--- src/rtl/tr_pkg.sv ---
// Shared types and default constants for the table-tracking step scheduler.
//   tr_state_e : scheduler FSM states (also exported on the debug state port)
//   tr_zone_e  : error zone that selects the step period
//   TR_*       : default parameter values used by the RTL modules
package tr_pkg;

  typedef enum logic [2:0] {
    IDLE    = 3'd0,
    EVAL    = 3'd1,
    SETTLE  = 3'd2,
    STEP_HI = 3'd3,
    STEP_LO = 3'd4,
    HOLD    = 3'd5
  } tr_state_e;

  typedef enum logic [1:0] {
    ZONE_SLOW = 2'd0,
    ZONE_MID  = 2'd1,
    ZONE_FAST = 2'd2
  } tr_zone_e;

  localparam int TR_WIDTH_IN  = 12;
  localparam int TR_PER_W     = 17;
  localparam int TR_P_FAST    = 800;
  localparam int TR_P_MID     = 39600;
  localparam int TR_P_SLOW    = 80000;
  localparam int TR_PULSE_W   = 100;
  localparam int TR_DIR_SETUP = 250;
  localparam int TR_DEADZONE  = 14;
  localparam int TR_CONST     = 0;
  localparam int TR_POS_W     = 16;

endpackage

--- src/rtl/tr_step_scheduler_if.sv ---
// Bus between the tracking controller and the step scheduler.
//   Controller -> scheduler: enable, data_valid, x, x0, dx1, dx2
//   Scheduler -> controller: drv_step, drv_dir, drv_SM, pos, step_done, state
// Handshake: data_valid is a one-cycle strobe with no ready; the scheduler
// always accepts x/x0 on the cycle data_valid is high (there is no backpressure).
// step_done is a one-cycle strobe on every drv_step falling edge.
// state is the scheduler FSM state, exported for debug and checkers.
interface tr_step_scheduler_if
  import tr_pkg::*;
#(
  parameter int WIDTH_IN = TR_WIDTH_IN,
  parameter int POS_W    = TR_POS_W
);
  logic                enable;
  logic                data_valid;
  logic [WIDTH_IN-1:0] x;
  logic [WIDTH_IN-1:0] x0;
  logic [WIDTH_IN-1:0] dx1;
  logic [WIDTH_IN-1:0] dx2;
  logic                drv_step;
  logic                drv_dir;
  logic                drv_SM;
  logic [POS_W-1:0]    pos;
  logic                step_done;
  tr_state_e           state;

  modport master (
    output enable, data_valid, x, x0, dx1, dx2,
    input  drv_step, drv_dir, drv_SM, pos, step_done, state
  );

  modport slave (
    input  enable, data_valid, x, x0, dx1, dx2,
    output drv_step, drv_dir, drv_SM, pos, step_done, state
  );
endinterface

--- src/rtl/tr_period_sel.sv ---
// Combinational error and period selection.
//   x, x0    : registered position sample and table target
//   dx1, dx2 : slow/mid and mid/fast zone boundaries (dx1 < dx2)
//   dx       : |x - x0|
//   new_dir  : 1 when x <= x0 (motor must move so x increases)
//   period   : step period in clk cycles for the current error zone
module tr_period_sel
  import tr_pkg::*;
#(
  parameter int WIDTH_IN = TR_WIDTH_IN,
  parameter int PER_W    = TR_PER_W,
  parameter int P_FAST   = TR_P_FAST,
  parameter int P_MID    = TR_P_MID,
  parameter int P_SLOW   = TR_P_SLOW
) (
  input  logic [WIDTH_IN-1:0] x,
  input  logic [WIDTH_IN-1:0] x0,
  input  logic [WIDTH_IN-1:0] dx1,
  input  logic [WIDTH_IN-1:0] dx2,
  output logic [WIDTH_IN-1:0] dx,
  output logic                new_dir,
  output logic [PER_W-1:0]    period
);

  tr_zone_e zone;

  // Subtract the smaller from the larger so the magnitude never wraps.
  assign new_dir = (x <= x0);
  assign dx      = new_dir ? (x0 - x) : (x - x0);

  always_comb begin
    zone = ZONE_SLOW;
    if (dx >= dx2) begin
      zone = ZONE_FAST;
    end else if (dx >= dx1) begin
      zone = ZONE_MID;
    end
  end

  always_comb begin
    case (zone)
      ZONE_FAST: period = PER_W'(P_FAST);
      ZONE_MID:  period = PER_W'(P_MID);
      default:   period = PER_W'(P_SLOW);
    endcase
  end

endmodule

--- src/rtl/tr_step_scheduler.sv ---
// Stepper drive sequencer for the table-tracking loop.
// Captures ADC samples, picks a step period from the error zone, and emits
// timed step pulses with a direction-setup gap before any reversal. This block
// is the only driver of drv_step / drv_dir / drv_SM.
//   clk : system clock
//   rst : asynchronous active-low reset
//   bus : tr_step_scheduler_if slave (enable, sample strobe/data, zone bounds in;
//         drv_step, drv_dir, drv_SM, pos, step_done, debug state out)
module tr_step_scheduler
  import tr_pkg::*;
#(
  parameter int WIDTH_IN  = TR_WIDTH_IN,
  parameter int PER_W     = TR_PER_W,
  parameter int P_FAST    = TR_P_FAST,
  parameter int P_MID     = TR_P_MID,
  parameter int P_SLOW    = TR_P_SLOW,
  parameter int PULSE_W   = TR_PULSE_W,
  parameter int DIR_SETUP = TR_DIR_SETUP,
  parameter int DEADZONE  = TR_DEADZONE,
  parameter int CONST     = TR_CONST,
  parameter int POS_W     = TR_POS_W
) (
  input logic                 clk,
  input logic                 rst,
  tr_step_scheduler_if.slave  bus
);

  logic [WIDTH_IN-1:0] x_q;
  logic [WIDTH_IN-1:0] x0_q;
  logic                samp_vld;
  logic [WIDTH_IN-1:0] dx;
  logic                new_dir;
  logic [PER_W-1:0]    period;

  tr_state_e           state;
  logic [PER_W-1:0]    cnt;     // cycles since entering SETTLE or since the step rise
  logic [PER_W-1:0]    per_n;   // period latched at the rise; fixed for the whole step
  logic                drv_step_q;
  logic                drv_dir_q;
  logic                drv_sm_q;
  logic [POS_W-1:0]    pos_q;
  logic                step_done_q;

  // Sample register. A capture arriving mid-step only affects the next EVAL,
  // and a capture coinciding with EVAL is seen one cycle later.
  always_ff @(posedge clk or negedge rst) begin
    if (!rst) begin
      x_q      <= '0;
      x0_q     <= '0;
      samp_vld <= 1'b0;
    end else if (bus.data_valid) begin
      x_q      <= bus.x;
      x0_q     <= bus.x0;
      samp_vld <= 1'b1;
    end
  end

  tr_period_sel #(
    .WIDTH_IN (WIDTH_IN),
    .PER_W    (PER_W),
    .P_FAST   (P_FAST),
    .P_MID    (P_MID),
    .P_SLOW   (P_SLOW)
  ) u_period_sel (
    .x       (x_q),
    .x0      (x0_q),
    .dx1     (bus.dx1),
    .dx2     (bus.dx2),
    .dx      (dx),
    .new_dir (new_dir),
    .period  (period)
  );

  // Step timing, counted from the rise (cnt = 0 on the first high cycle):
  //   STEP_HI  cnt 0 .. PULSE_W-1   -> PULSE_W high cycles
  //   STEP_LO  cnt PULSE_W .. N-2
  //   EVAL     one cycle
  // so consecutive rises with unchanged direction are exactly N cycles apart.
  always_ff @(posedge clk or negedge rst) begin
    if (!rst) begin
      state       <= IDLE;
      cnt         <= '0;
      per_n       <= '0;
      drv_step_q  <= 1'b0;
      drv_dir_q   <= 1'b0;
      drv_sm_q    <= 1'b0;
      pos_q       <= '0;
      step_done_q <= 1'b0;
    end else begin
      step_done_q <= 1'b0;
      if (!bus.enable && state != STEP_HI) begin
        // A running pulse is always completed; everything else stops at once.
        state    <= IDLE;
        drv_sm_q <= 1'b0;
      end else begin
        case (state)
          IDLE: begin
            drv_sm_q <= 1'b0;
            if (samp_vld) state <= EVAL;
          end
          EVAL: begin
            cnt <= '0;
            if (dx <= WIDTH_IN'(CONST)) begin
              state    <= HOLD;
              drv_sm_q <= 1'b0;
            end else if (new_dir != drv_dir_q) begin
              drv_dir_q <= new_dir;
              drv_sm_q  <= 1'b1;
              state     <= SETTLE;
            end else begin
              drv_sm_q   <= 1'b1;
              drv_step_q <= 1'b1;
              per_n      <= period;
              state      <= STEP_HI;
            end
          end
          SETTLE: begin
            cnt <= cnt + PER_W'(1);
            if (cnt == PER_W'(DIR_SETUP - 1)) state <= EVAL;
          end
          STEP_HI: begin
            cnt <= cnt + PER_W'(1);
            if (cnt == PER_W'(PULSE_W - 1)) begin
              drv_step_q  <= 1'b0;
              step_done_q <= 1'b1;
              pos_q       <= drv_dir_q ? (pos_q + POS_W'(1)) : (pos_q - POS_W'(1));
              if (bus.enable) begin
                state <= STEP_LO;
              end else begin
                state    <= IDLE;
                drv_sm_q <= 1'b0;
              end
            end
          end
          STEP_LO: begin
            cnt <= cnt + PER_W'(1);
            if (cnt == per_n - PER_W'(2)) state <= EVAL;
          end
          HOLD: begin
            // dx only changes on a capture; leaving needs the wider DEADZONE
            // threshold, which gives hysteresis against the CONST stop point.
            drv_sm_q <= 1'b0;
            if (dx >= WIDTH_IN'(DEADZONE)) state <= EVAL;
          end
          default: begin
            state    <= IDLE;
            drv_sm_q <= 1'b0;
          end
        endcase
      end
    end
  end

  assign bus.drv_step  = drv_step_q;
  assign bus.drv_dir   = drv_dir_q;
  assign bus.drv_SM    = drv_sm_q;
  assign bus.pos       = pos_q;
  assign bus.step_done = step_done_q;
  assign bus.state     = state;

endmodule

--- src/flat_wrapper.sv ---
// flat-port wrapper written by rule: the top's interface ports become plain ports
module tr_step_scheduler_flat import tr_pkg::*;
#(
  parameter int WIDTH_IN  = TR_WIDTH_IN,
  parameter int PER_W     = TR_PER_W,
  parameter int P_FAST    = TR_P_FAST,
  parameter int P_MID     = TR_P_MID,
  parameter int P_SLOW    = TR_P_SLOW,
  parameter int PULSE_W   = TR_PULSE_W,
  parameter int DIR_SETUP = TR_DIR_SETUP,
  parameter int DEADZONE  = TR_DEADZONE,
  parameter int CONST     = TR_CONST,
  parameter int POS_W     = TR_POS_W
)
  (clk, rst, bus_enable, bus_data_valid, bus_x, bus_x0, bus_dx1, bus_dx2, bus_drv_step, bus_drv_dir, bus_drv_SM, bus_pos, bus_step_done, bus_state);
  tr_step_scheduler_if #(.WIDTH_IN(WIDTH_IN), .POS_W(POS_W)) bus_i ();
  input logic clk;
  input logic rst;
  input wire logic [$bits(bus_i.enable)-1:0] bus_enable;
  input wire logic [$bits(bus_i.data_valid)-1:0] bus_data_valid;
  input wire logic [$bits(bus_i.x)-1:0] bus_x;
  input wire logic [$bits(bus_i.x0)-1:0] bus_x0;
  input wire logic [$bits(bus_i.dx1)-1:0] bus_dx1;
  input wire logic [$bits(bus_i.dx2)-1:0] bus_dx2;
  output wire logic [$bits(bus_i.drv_step)-1:0] bus_drv_step;
  output wire logic [$bits(bus_i.drv_dir)-1:0] bus_drv_dir;
  output wire logic [$bits(bus_i.drv_SM)-1:0] bus_drv_SM;
  output wire logic [$bits(bus_i.pos)-1:0] bus_pos;
  output wire logic [$bits(bus_i.step_done)-1:0] bus_step_done;
  output wire logic [$bits(bus_i.state)-1:0] bus_state;
  assign bus_i.enable = bus_enable;
  assign bus_i.data_valid = bus_data_valid;
  assign bus_i.x = bus_x;
  assign bus_i.x0 = bus_x0;
  assign bus_i.dx1 = bus_dx1;
  assign bus_i.dx2 = bus_dx2;
  assign bus_drv_step = bus_i.drv_step;
  assign bus_drv_dir = bus_i.drv_dir;
  assign bus_drv_SM = bus_i.drv_SM;
  assign bus_pos = bus_i.pos;
  assign bus_step_done = bus_i.step_done;
  assign bus_state = bus_i.state;
  tr_step_scheduler #(.WIDTH_IN(WIDTH_IN), .PER_W(PER_W), .P_FAST(P_FAST), .P_MID(P_MID), .P_SLOW(P_SLOW), .PULSE_W(PULSE_W), .DIR_SETUP(DIR_SETUP), .DEADZONE(DEADZONE), .CONST(CONST), .POS_W(POS_W)) u_core (.clk(clk), .rst(rst), .bus(bus_i));
endmodule
--- config.mk ---
export PLATFORM = sky130hd
export DESIGN_NAME = tr_step_scheduler_flat
export DESIGN_NICKNAME = d
export VERILOG_FILES = /design/src/rtl/tr_pkg.sv /design/src/rtl/tr_step_scheduler_if.sv /design/src/rtl/tr_period_sel.sv /design/src/rtl/tr_step_scheduler.sv /design/src/flat_wrapper.sv
export SDC_FILE = /design/constraint.sdc
export NUM_CORES = 1
export LEC_CHECK = 0
export ABC_AREA = 1
export CAP_MARGIN = 20
export CORE_ASPECT_RATIO = 0.8
export CORE_MARGIN = 2
export CORE_UTILIZATION = 53
export DETAILED_ROUTE_END_ITERATION = 8
export PLACE_DENSITY = 0.88
export SLEW_MARGIN = 40
export SYNTH_ARGS = -nofsm -noshare
export SYNTH_HDL_FRONTEND = slang
export SYNTH_SLANG_ARGS = --single-unit
--- constraint.sdc ---
create_clock -name clk -period 3.5 [get_ports clk]
set_input_delay 0.525 -clock clk [delete_from_list [all_inputs] [get_ports clk]]
set_output_delay 0.525 -clock clk [all_outputs]
set_load 0.02 [all_outputs]
Word level (Yosys, flattened, before mapping)
Cells that the tools add are included.
Word-level totals
  bits in registers: 82
  input port bits: 52
  output and inout port bits: 23
  word-level logic and storage cells: 89
Cells by class
  add/sub/neg operators: 6
  magnitude comparators: 5
  equality and inequality tests: 22
  muxes and demuxes: 28
  bitwise operators: 3
  reduce and logical (&&, ||, !) cells: 14
Operators by type and width (count)
  one-hot mux 17 bit (2 select lines): 2
  greater-or-equal comparator 12 bit: 2
  two-way mux 3 bit: 8
  subtractor 12 bit: 2
  one-hot mux 3 bit (6 select lines): 1
  adder 17 x 1 -> 17 bit (second input constant): 1
  == test 17 bit: 1
  == test 17 x 7 -> 1 bit (second input constant): 1
  == test 17 x 8 -> 1 bit (second input constant): 1
  subtractor 17 x 2 -> 17 bit (second input constant): 1
  adder 16 x 1 -> 16 bit (second input constant): 1
  two-way mux 16 bit: 1
  subtractor 16 x 1 -> 16 bit (second input constant): 1
  inequality test 3 x 1 -> 1 bit (second input constant): 5
  greater-or-equal comparator 12 x 4 -> 1 bit (second input constant): 1
  less-or-equal comparator 12 x 1 -> 1 bit (second input constant): 1
  less-or-equal comparator 12 bit: 1
  two-way mux 1 bit: 12
  two-way mux 12 bit: 1
  AND reduction 5 bit: 2
  AND reduction 4 bit: 2
  == test 3 x 2 -> 1 bit (second input constant): 2
  == test 3 bit (second input constant): 2
  inequality test 3 x 2 -> 1 bit (second input constant): 2
  18 further kinds: 24

Depth between registers and ports, before layout
Gate-level depths: netlist of run 1.
  depth in word-level cells: 7
  mapped depth: 24
  mapped depth without buffers: 23

Hierarchy
From an unflattened synthesis of run 1, not the netlist that was laid out.
Second synthesis, totals
  cell total of the unflattened synthesis: 1060
  area total of the unflattened synthesis: 7262.0 µm²
By module, submodules not included
  tr_step_scheduler: instances 1, cells each 662, area an instance 5017.3 µm², sequential area each 2052.0 µm²
  tr_period_sel: instances 1, cells each 398, area an instance 2244.7 µm², sequential area each 0.0 µm²

Worst setup path after synthesis of run 1
No wires, ideal clock.
  kind: reg-to-reg
  from: reg u_core.x_q[0]
  to: reg u_core.per_n[9]
  library setup time: 0.117 ns
  arrival: 3.013 ns
  required time: 3.383 ns
  slack: 0.371 ns
  cell stages (with the launch flop): 24
  buffers on the path: 1
  period minus slack after synthesis: 3.129 ns
  path through: dfrtp_1 -> inv_1 -> ha_1 -> inv_1 -> fa_1 -> nand3_1 -> nand3_1 -> nand3_2 -> nand3_4 -> nand2_4 -> buf_8 -> nand2_2 -> nand2_2 -> inv_1 -> ha_1 -> a21oi_1 -> o21ai_0 -> nand3_1 -> o2111ai_1 -> a31oi_1 -> inv_1 -> nor2_1 -> nand3b_1 -> nand2_1
On the way
  longest elaborated chain between the ends: 7
  elaborated cells between the ends (all ways): 16
  classes of those cells: add/sub (2); order compare (4); eq/ne (3); mux (4); bitwise (2); reduce/logical (1)
RTL lines
  from (decl): RTL line tr_step_scheduler.sv:28  | logic [WIDTH_IN-1:0] x_q;
  from (signal assigned): RTL line tr_step_scheduler.sv:52  | x_q <= bus.x;
  subtractor 12 bit or less-or-equal comparator 12 bit (tied branches): RTL line tr_period_sel.sv:29, tr_period_sel.sv:28
  two-way mux 12 bit: RTL line tr_period_sel.sv:29  | assign dx = new_dir ? (x0 - x) : (x - x0);
  greater-or-equal comparator 12 bit: RTL line tr_period_sel.sv:35  | end else if (dx >= dx1) begin
  two-way mux 1 bit: RTL line tr_period_sel.sv:35
  two-way mux 2 bit: RTL line tr_period_sel.sv:33  | if (dx >= dx2) begin
  == test 2 x 1 -> 1 bit or == test 2 bit (tied branches): RTL line tr_period_sel.sv:41  | case (zone)
  one-hot mux 17 bit (2 select lines): RTL line tr_period_sel.sv:41
  to (signal assigned): RTL line tr_step_scheduler.sv:113  | per_n <= period;
  to (decl): RTL line tr_step_scheduler.sv:37  | logic [PER_W-1:0] per_n;
Several ways; a longest one is shown, not always the timed one.
A chain may end at the register's enable or synchronous reset.

Worst setup path after layout of run 1
Ends and elaborated chain as after synthesis.

==> results.md, run 1 <==
- WL final: 15.8 mm
- H-Tree Depth: 3
- Gr usage total: 0.249
- Period utilisation layout: 0.969
- TritonCTS clock tree: built
- Final setup fails: 0
- Max Freq: slightly below 300 MHz
- Top delay family on crit path: simple AND/OR/NAND/NOR gates
- Register area: 1750 sq um
- Ys Warns: 0
- Clk pin slew, worst setup/hold paths: roughly 60 ps
- Die ar.: 12600 sq um
- RePlAce Congestion: 0.966
- Fraction of registers with async set/reset: 1.00
- Commonest non-fill, non-tap cell in the layout: nand2_1
- Worst Setup SP: u_core.x_q[0]
- Max Cap Viol: 0
- Status: finished, final reports clean
- Most used DFF post-synth: dfrtp_1
- DIE WIDTH: roughly 130 um
- Post-DP HPWL: approximately 12 mm
- Area leader, netlist: dfrtp_1
- CTS Buf Count: 9
- GRT overflow: 0
- Register area share after synthesis: 0.282
- Most frequent cells in the layout: nand2_1, inv_1, clkdlybuf4s50_1
- #FFs+latches synth: 70
- CP max FO: 7
- ANT nets after route: 0
- Clock Path Buffers: 2
- Lkg Pwr: 3.97 nW
- Worst Skew: roughly 8.8 ps
- CP Data Required Time: 3730 ps
- Share of layout cells above drive strength 1: 0.0790
- Initial Util: 0.542
- PD cells: roughly 520 nW/um^2
- Multi-input combinational cell area: ~3900 sq um
- Buf+Inv Stages, Crit Path: 5
- Startpoint Class: flip-flop
- Post-Route Setup TNS: 0 ps
- Crit. End Element: flip-flop
- Iter 0 DRT Violations: 544
- Synthesized instance count: 910
- FF-to-FF setup slack: 110 ps
- Hold Fails Final Rpt: 0
- Core area: 11500 sq um
- CP endpoint: u_core.per_n[9]
- Die height: just over 100 um
- Largest net degree at the start of global routing: 44
- EDFF count, synth: 0
- # nets final: about 1100
- Slew Viols, Final: 0
- Slowest stage delay, CP: 400 ps
- Worst reg2reg path endpoint: u_core.per_n[9]
- Clk sinks: 70
- Crit-path cells: inv_1 > ha_1 > inv_2 > fa_2 > nand3_1 > nand3_2 > nand3_2 > nand3_4 > nand2_8 > buf_12 > nand2_2 > nand2_2 > inv_1 > ha_1 > a21oi_1 > o21ai_0 > nand3_1 > o2111ai_2 > a31oi_4 > inv_2 > nor2_2 > nand3b_1 > nand2_1
- Initial antenna violation count: 0
- Syn Area/Cell: 6.83 sq um
- Global-route wire length before repair: 25.7 mm
- Post-synthesis cell type count: 42
- Synth Cell Area: 6220 sq um
- Rel. slew slack: 0.511
- CP arrival: 3620 ps
- Synth-to-layout area growth: 21.4%
- HP Class: input port to async pin
- Syn Nets: 1031
- First-pass DRT Iterations: 5
- Hold Buf Count CTS: 0
- Crit path max-delay cell type: fa_2
- Via density: 5.36
- Period minus WS final: about 3400 ps
- DRC Markers: 0
- Port bufs: 74
- Largest cells by area after synthesis: dfrtp_1, nand2_1, ha_1
- CTS root buf: clkbuf_16
- Routed via count: just over 6000
- # diodes: 0
- Cell depth of the worst setup path: 23
- Fillers: 957
- Wirelength per Cell: about 14 um
- R2R depth: 23
- Worst Tran Pin Value: 731 ps
- Yosys top cell area share: 0.282
- Top-Level Pins: 75
- Rows: 35
- Final Non-Filler Cells: 1148
- Later-pin clock latency in the skew report: between 300 and 400 ps
- Maximum VDD drop: 257 uV
- WS Path Type: flip-flop to flip-flop
- Vias in the first global route: 5479
- Cells after DPL: 1126
- Worst reg2reg startpoint: u_core.x_q[0]
==> cell families after synthesis <==
kind of cell             share of synthesized area
adder cells (fa/ha/maj)                      0.142
AO/OA/AOI/OAI                                0.107
buffers and inverters                        0.108
flip-flops                                   0.282
AND/OR/NAND/NOR                              0.320
XOR/XNOR                                    0.0394
multiplexers                               0.00181
==> routing by layer <==
metal,share of wire,global-route usage
met1,0.47,0.357
met2,0.42,0.378
met4,0.022,0.0752
met3,0.091,0.0552
met5,0,0
==> sequential cells by signal, indices dropped and copies added (netlist names) <==
| signal | cells |
|---|---|
| u_core.bus.drv_SM | 1 |
| u_core.bus.drv_dir | 1 |
| u_core.bus.drv_step | 1 |
| u_core.bus.pos | 16 |
| u_core.bus.state | 3 |
| u_core.bus.step_done | 1 |
| u_core.cnt | 17 |
| u_core.per_n | 5 |
| u_core.samp_vld | 1 |
| u_core.x0_q | 12 |
| u_core.x_q | 12 |
==> stage by stage <==
stage	hold WS [ps]	total power [W]	instance area [sq um]	setup slack, ps	utilization
after detailed placement	490	0.00288	7120	53.0	0.621
after global placement	472	0.00283	7120	208	0.620
after global routing	210	0.00425	7550	-76.5	0.658
final	168	0.00396	7550	108	0.658
after floorplan	229	0.00241	6220	371	-
after CTS	191	0.00383	7410	26.6	0.646
==> cells in the mapped netlist (2+ instances only) <==
cell	n
o31ai_1	2
o2111ai_1	2
o21ai_0	56
xnor2_1	10
nor2_2	4
nor2_4	3
dfrtp_1	70
nand3b_1	4
nor4_1	4
or2_2	2
nand3_1	60
nand3_4	2
xor2_1	18
a211oi_1	3
nor3_1	12
nand2_2	10
inv_1	156
nand3_2	2
nor2_1	45
nand2_1	269
o211ai_1	2
inv_2	4
ha_1	66
nand4_1	23
buf_4	2
nand2_4	2
fa_1	3
a31oi_1	2
a21oi_1	52
clkbuf_1	8
==> layout make-up <==
class,count,area share
Timing Repair Buffer,85,0.111
Clock buffer,11,0.0308
Tap cell,148,0.0245
Sequential cell,70,0.232
Clock inverter,5,0.00779
Multi-Input combinational cell,668,0.513
Inverter,161,0.0806
==> power by group <==
group / switching (W) / internal (W) / total [W]
Clock: 0.000369 / 0.000554 / 0.000923
Combinational: 0.00124 / 0.000772 / 0.00202
Sequential: 0.000114 / 0.000903 / 0.00102
==> how the worst min path moves through the flow <==
stage,end,slack (ps),cells after the start
4_1_cts,u_core.x0_q[8],190,1
3_3_place_gp,u_core.bus.drv_step,470,2
5_1_grt,u_core.x0_q[8],210,1
6_report,u_core.x_q[8],170,1
3_5_place_dp,u_core.bus.drv_step,490,2
2_1_floorplan,u_core.bus.drv_SM,230,0
==> what timing repair did <==
action / in CTS / in global routing
hold endpoints to repair: 0 / 0
setup endpoints to repair: 0 / 5
gates resized for setup: 0 / 21
buffers inserted: 0 / 5
No activity file was read; power rests on OpenSTA's default activity.
==> run 2, diff against run 1 <==
--- a/config.mk
+++ b/config.mk
@@ -12,6 +12,7 @@
 export CORE_UTILIZATION = 53
 export DETAILED_ROUTE_END_ITERATION = 8
 export PLACE_DENSITY = 0.88
+export RECOVER_POWER = 100
 export SLEW_MARGIN = 40
 export SYNTH_ARGS = -nofsm -noshare
 export SYNTH_HDL_FRONTEND = slang
==> results.md, run 2 (synthesized netlist as in run 1, its figures left out) <==
- Status: finished, violations left
- Failing checks: capacitance limit, slew limit
- Post-DP HPWL: 11.8 mm
- # nets final: 1116
- WL final: 15.9 mm
- Worst reg2reg startpoint: u_core.x_q[0]
- CP endpoint: u_core.per_n[9]
- PD cells: 525 nW/um^2
- Port bufs: 74
- Routed via count: ~6000
- Hold Fails Final Rpt: 0
- Startpoint Class: flip-flop
- Top-Level Pins: 75
- CP Data Required Time: roughly 3700 ps
- Most frequent cells in the layout: nand2_1, inv_1, dfrtp_1
- Most flop-heavy register: u_core.cnt
- DRC Markers: 0
- HP Class: flip-flop to flip-flop
- RePlAce Congestion: 0.966
- Period utilisation layout: 0.970
- Iter 0 DRT Violations: 554
- Rel. slew slack: -0.528
- Worst reg2reg path endpoint: u_core.per_n[9]
- First-pass DRT Iterations: 6
- Maximum VDD drop: 257 uV
- Synth-to-layout area growth: 20.6%
- Worst Skew: around 8.5 ps
- TritonCTS clock tree: built
- Max reg flops: 17
- Clock Path Buffers: 2
- Period minus WS final: 3390 ps
- CP arrival: 3620 ps
- Crit. End Element: flip-flop
- Largest net degree at the start of global routing: 44
- WS Path Type: flip-flop to flip-flop
- Final Non-Filler Cells: 1148
- CTS root buf: clkbuf_16
- Via density: approximately 5.3
- Worst Setup SP: u_core.x_q[0]
- Hold Buf Count CTS: 0
- Worst Tran Pin Value: ~2300 ps
- Die height: roughly 100 um
- Share of layout cells above drive strength 1: 0.0650
- Rows: 35
- Slew Viols, Final: 44
- Later-pin clock latency in the skew report: 340 ps
- Hold-critical path depth: 2
- Global-route wire length before repair: 25.7 mm
- Post-Route Setup TNS: 0 ps
- # diodes: 0
- Initial antenna violation count: 0
- Clk sinks: 70
- Cells after DPL: roughly 1100
- Design Area, Final: ~7500 sq um
- Max Freq: slightly below 300 MHz
- DIE WIDTH: roughly 130 um
- Vias in the first global route: 5479
- Clk pin slew, worst setup/hold paths: 60 ps
- Area after DPL: roughly 7100 sq um
- Max Cap Viol: 1
- Initial Util: 0.542
- ANT nets after route: 0
- Final core utilization: 0.653
- Die ar.: 12600 sq um
- GRT overflow: 0
- Final setup fails: 0
- Gr usage total: 0.249
- Lkg Pwr: 4.01 nW
- CP max FO: 7
- R2R depth: 23
- CTS Buf Count: 9
- Commonest non-fill, non-tap cell in the layout: nand2_1
- Core area: 11500 sq um
- FF-to-FF setup slack: 110 ps
- H-Tree Depth: 3
- Wirelength per Cell: 13.8 um
## run 2: cell count changes in the layout (fill, tap and decap cells not counted), moves of 5 or more
cell             delta
dlygate4sd3_1      +24
clkdlybuf4s50_1    -24
buf_4               -5
clkbuf_1            +5
## run 2: worst max-delay path, stage by stage, from the launching register on
cell       delay [ps]
dfrtp_1           370
inv_1              80
ha_1              160
inv_2              60
fa_2              400
nand3_1           100
nand3_2           110
nand3_2           100
nand3_4           140
nand2_8           140
buf_12            110
nand2_2            50
nand2_2            70
inv_1              70
ha_1              290
a21oi_1           140
o21ai_0            90
nand3_1            80
o2111ai_2         150
a31oi_4           210
inv_2              70
nor2_2            100
nand3b_1          130
nand2_1            60
## run 2: worst min-delay path by stage
stage / start / end / slack (ps)
after floorplan: rst / u_core.bus.drv_SM / 230
after global placement: u_core.bus.drv_step / u_core.bus.drv_step / 470
after detailed placement: u_core.bus.drv_step / u_core.bus.drv_step / 490
after CTS: rst / u_core.x0_q[8] / 190
after global routing: u_core.bus.drv_step / u_core.bus.drv_step / 530
final: u_core.bus.drv_step / u_core.bus.drv_step / 480
## run 2: what timing repair did
action                                 in CTS  in global routing
endpoints found under the hold margin       0                  0
resized for setup                           0                 21
setup endpoints to repair                   0                  5
setup buffers                               0                  5
## run 2: cell type report
| type | instances | area, sq um |
|---|---|---|
| fillers | 970 | 3980 |
| multi-input cells | 668 | 3840 |
| flip-flops and latches | 70 | 1750 |
| repair buffers | 85 | 818 |
| inverters | 161 | 608 |
| clock buffers | 11 | 233 |
| well taps | 148 | 185 |
| clock inverters | 5 | 58.8 |
## run 2: routing by layer
| layer | GRT usage | up-vias | routed length (um) |
|---|---|---|---|
| met2 | 0.378 | 266 | 6710 |
| met3 | 0.0552 | 35 | 1340 |
| met5 | 0 | - | 0 |
| li1 | - | 3105 | - |
| met4 | 0.0752 | 0 | 324 |
| met1 | 0.357 | 2727 | 7490 |
## run 2: metrics by stage
step / total power (W) / setup WS (ps) / hold WS (ps)
floorplan: 0.00241 / 371 / 229
global placement: 0.00283 / 208 / 472
detailed placement: 0.00288 / 53.0 / 490
CTS: 0.00383 / 26.6 / 191
global route: 0.00422 / -76.5 / 530
finish: 0.00393 / 105 / 480
## run 2: power breakdown
group | total, W | switching, W | internal, W
registers | 0.00102 | 0.000114 | 0.000903
logic | 0.00199 | 0.00124 | 0.000755
clock network | 0.000923 | 0.000369 | 0.000554
==> run 3, diff against run 2 <==
--- a/config.mk
+++ b/config.mk
@@ -5,13 +5,12 @@
 export SDC_FILE = /design/constraint.sdc
 export NUM_CORES = 1
 export LEC_CHECK = 0
-export ABC_AREA = 1
 export CAP_MARGIN = 20
 export CORE_ASPECT_RATIO = 0.8
 export CORE_MARGIN = 2
 export CORE_UTILIZATION = 53
 export DETAILED_ROUTE_END_ITERATION = 8
-export PLACE_DENSITY = 0.88
+export PLACE_DENSITY = 0.89
 export RECOVER_POWER = 100
 export SLEW_MARGIN = 40
 export SYNTH_ARGS = -nofsm -noshare
==> results.md, run 3 <==
- Die ar.: 12100 sq um
- Most flop-heavy register: u_core.cnt
- Initial antenna violation count: 0
- Startpoint Class: flip-flop
- Max Cap Viol: 1
- Status: finished, violations left
- Hold Buf Count CTS: 0
- EDFF count, synth: 0
- CTS root buf: clkbuf_16
- Wirelength per Cell: 18.1 um
- WL final: 18.9 mm
- Die height: 98.6 um
- Count leader, synth: nand2_1
- Synth-to-layout area growth: 40.7%
- Design Area, Final: ~8300 sq um
- Rel. slew slack: -0.555
- PD cells: 551 nW/um^2
- Failing checks: capacitance limit, slew limit, setup timing
- Area leader, netlist: dfrtp_1
- Hold-critical path depth: 1
- DRC Markers: 0
- RSZ-0062 raised after global routing: yes
- # nets final: 1015
- CP Data Required Time: 3730 ps
- Vias in the first global route: ~6000
- CP max FO: 5
- Global-route wire length before repair: 28.6 mm
- R2R depth: 19
- CP arrival: 4220 ps
- ANT nets after route: 0
- Maximum VDD drop: between 300 and 400 uV
- Flop pwr share: 0.226
- Most used DFF post-synth: dfrtp_1
- WS Path Type: flip-flop to flip-flop
- Synthesized instance count: 705
- Internal power: 0.00266 W
- H-Tree Depth: 3
- Port bufs: 74
- Rows: 34
- RePlAce Congestion: 0.976
- Ys Warns: 0
- Yosys top cell area share: 0.295
- Syn Nets: 826
- Crit. End Element: flip-flop
- Post-synthesis cell type count: 74
- Via density: 5.96
- Psw: 0.00194 W
- Max reg flops: 17
- Later-pin clock latency in the skew report: 350 ps
- HP Start: u_core.bus.pos[15]
- Area after DPL: 7480 sq um
- Initial Util: 0.545
- Register area share after synthesis: 0.295
- Largest net degree at the start of global routing: between 40 and 50
- GRT overflow: 0
- Pre-CTS WS: -767 ps
- Period minus WS final: ~4000 ps
- Clock group share of total power: 0.195
- Gr usage total: 0.296
- Largest cells by area after synthesis: dfrtp_1, ha_1, o21ai_0
- Comb pwr share: 0.579
- Synth Cell Area: 5930 sq um
- Max Freq: 251 MHz
- Final Worst Setup Slack: -488 ps
- CTS Buf Count: 9
- Most frequent cells in the layout: buf_4, nand2_1, inv_1, dfrtp_1, o21ai_0
- DIE WIDTH: 122 um
- Clk pin slew, worst setup/hold paths: 60 ps
- Hold endpoint: u_core.bus.pos[15]
- #FFs+latches synth: 70
- Hold Fails Final Rpt: 0
- Slew Viols, Final: 45
- Top-Level Pins: 75
- Iter 0 DRT Violations: 555
- Lkg Pwr: 3.97 nW
- FF-to-FF setup slack: -490 ps
- First-pass DRT Iterations: 5
- # diodes: 0
- Worst reg2reg startpoint: u_core.x_q[0]
- Period utilisation layout: 1.14
- Clock Path Buffers: 2
- Routed via count: just over 6000
- Clk sinks: 70
- Final setup fails: 10
- Worst Tran Pin Value: 2330 ps
- Share of layout cells above drive strength 1: 0.231
- Commonest non-fill, non-tap cell in the layout: buf_4
- Worst reg2reg path endpoint: u_core.per_n[9]
- Worst Skew: 8.22 ps
- Fraction of registers with async set/reset: 1.00
- Core area: 10900 sq um
- Synth cell count leaders: nand2_1, inv_1, dfrtp_1
- TritonCTS clock tree: built
- Syn Area/Cell: between 8 and 9 sq um
- Post-DP HPWL: 13.0 mm
- Switching share of power: 0.422
- HP Class: flip-flop to flip-flop
run 3: timing repair:
| action | in CTS | in global routing |
|---|---|---|
| resized for setup | 38 | 40 |
| pin swaps | 32 | 42 |
| setup buffers | 23 | 16 |
| cloned | 0 | 0 |
| hold endpoints to repair | 0 | 0 |
| setup endpoints to repair | 10 | 12 |
run 3: cell type report:
class                           count  area, sq um
Clock buffer                        9          225
Clock inverter                      7         55.1
Fill cell                         750         2540
Timing Repair Buffer              203         1740
Inverter                           75          282
Multi-Input combinational cell    535         4120
Sequential cell                    70         1750
Tap cell                          144          180
run 3: cells by family after synthesis:
logic type	after synthesis	share of synthesized area
XOR/XNOR	47	0.0694
flip-flops	70	0.295
AND/OR/NAND/NOR	211	0.180
buffers and inverters	100	0.0681
adder cells (fa/ha/maj)	69	0.149
multiplexers	7	0.0122
AO/OA/AOI/OAI	201	0.226
run 3: worst max-delay path by stage:
stage	from	to	slack [ps]
4_1_cts	u_core.x_q[0]	u_core.per_n[9]	-510
6_report	u_core.x_q[0]	u_core.per_n[9]	-490
2_1_floorplan	u_core.x_q[0]	u_core.per_n[9]	-350
3_3_place_gp	u_core.x_q[0]	u_core.per_n[9]	-290
3_5_place_dp	u_core.x_q[0]	u_core.per_n[9]	-770
5_1_grt	u_core.x_q[0]	u_core.per_n[9]	-590
run 3: routing by layer:
| layer | GRT usage | vias up | wire (um) |
|---|---|---|---|
| met1 | 0.383 | 2938 | 7610 |
| met4 | 0.108 | 0 | 612 |
| met5 | 0 | - | 0 |
| met3 | 0.0596 | 70 | 1430 |
| met2 | 0.490 | 338 | 9200 |
| li1 | - | 2875 | - |
run 3: metrics by stage:
stage                     power, W  setup TNS [ps]  instances  utilization  hold slack [ps]
after floorplan            0.00233            -812        705            -              229
after global placement     0.00302           -1020        997        0.687              455
after detailed placement   0.00315           -3350        997        0.687              465
after CTS                  0.00430           -2710       1031        0.744              187
after global routing       0.00483           -4230       1043        0.767              485
final                      0.00460           -3200       1043        0.767              464
run 3: power groups by stage:
stage          clock (W)  combinational (W)  sequential, W
2_1_floorplan          0            0.00131        0.00102
3_3_place_gp           0            0.00198        0.00104
3_5_place_dp           0            0.00210        0.00105
4_1_cts         0.000893            0.00237        0.00103
5_1_grt         0.000926            0.00285        0.00105
6_report        0.000896            0.00267        0.00104
run 3: critical path: stages, from the launching register on:
cell and delay [ps]:
dfrtp_1 390, inv_2 90, ha_4 130, inv_2 40, fa_2 370, a211oi_4 310, nor4_4 100, a211oi_4 240
buf_4 170, buf_6 110, nor4_2 60, a211oi_4 340, ha_1 290, o21a_1 170, o211ai_1 250, a21oi_2 80
a211oi_2 210, buf_4 170, o2111ai_4 110, o22a_1 230
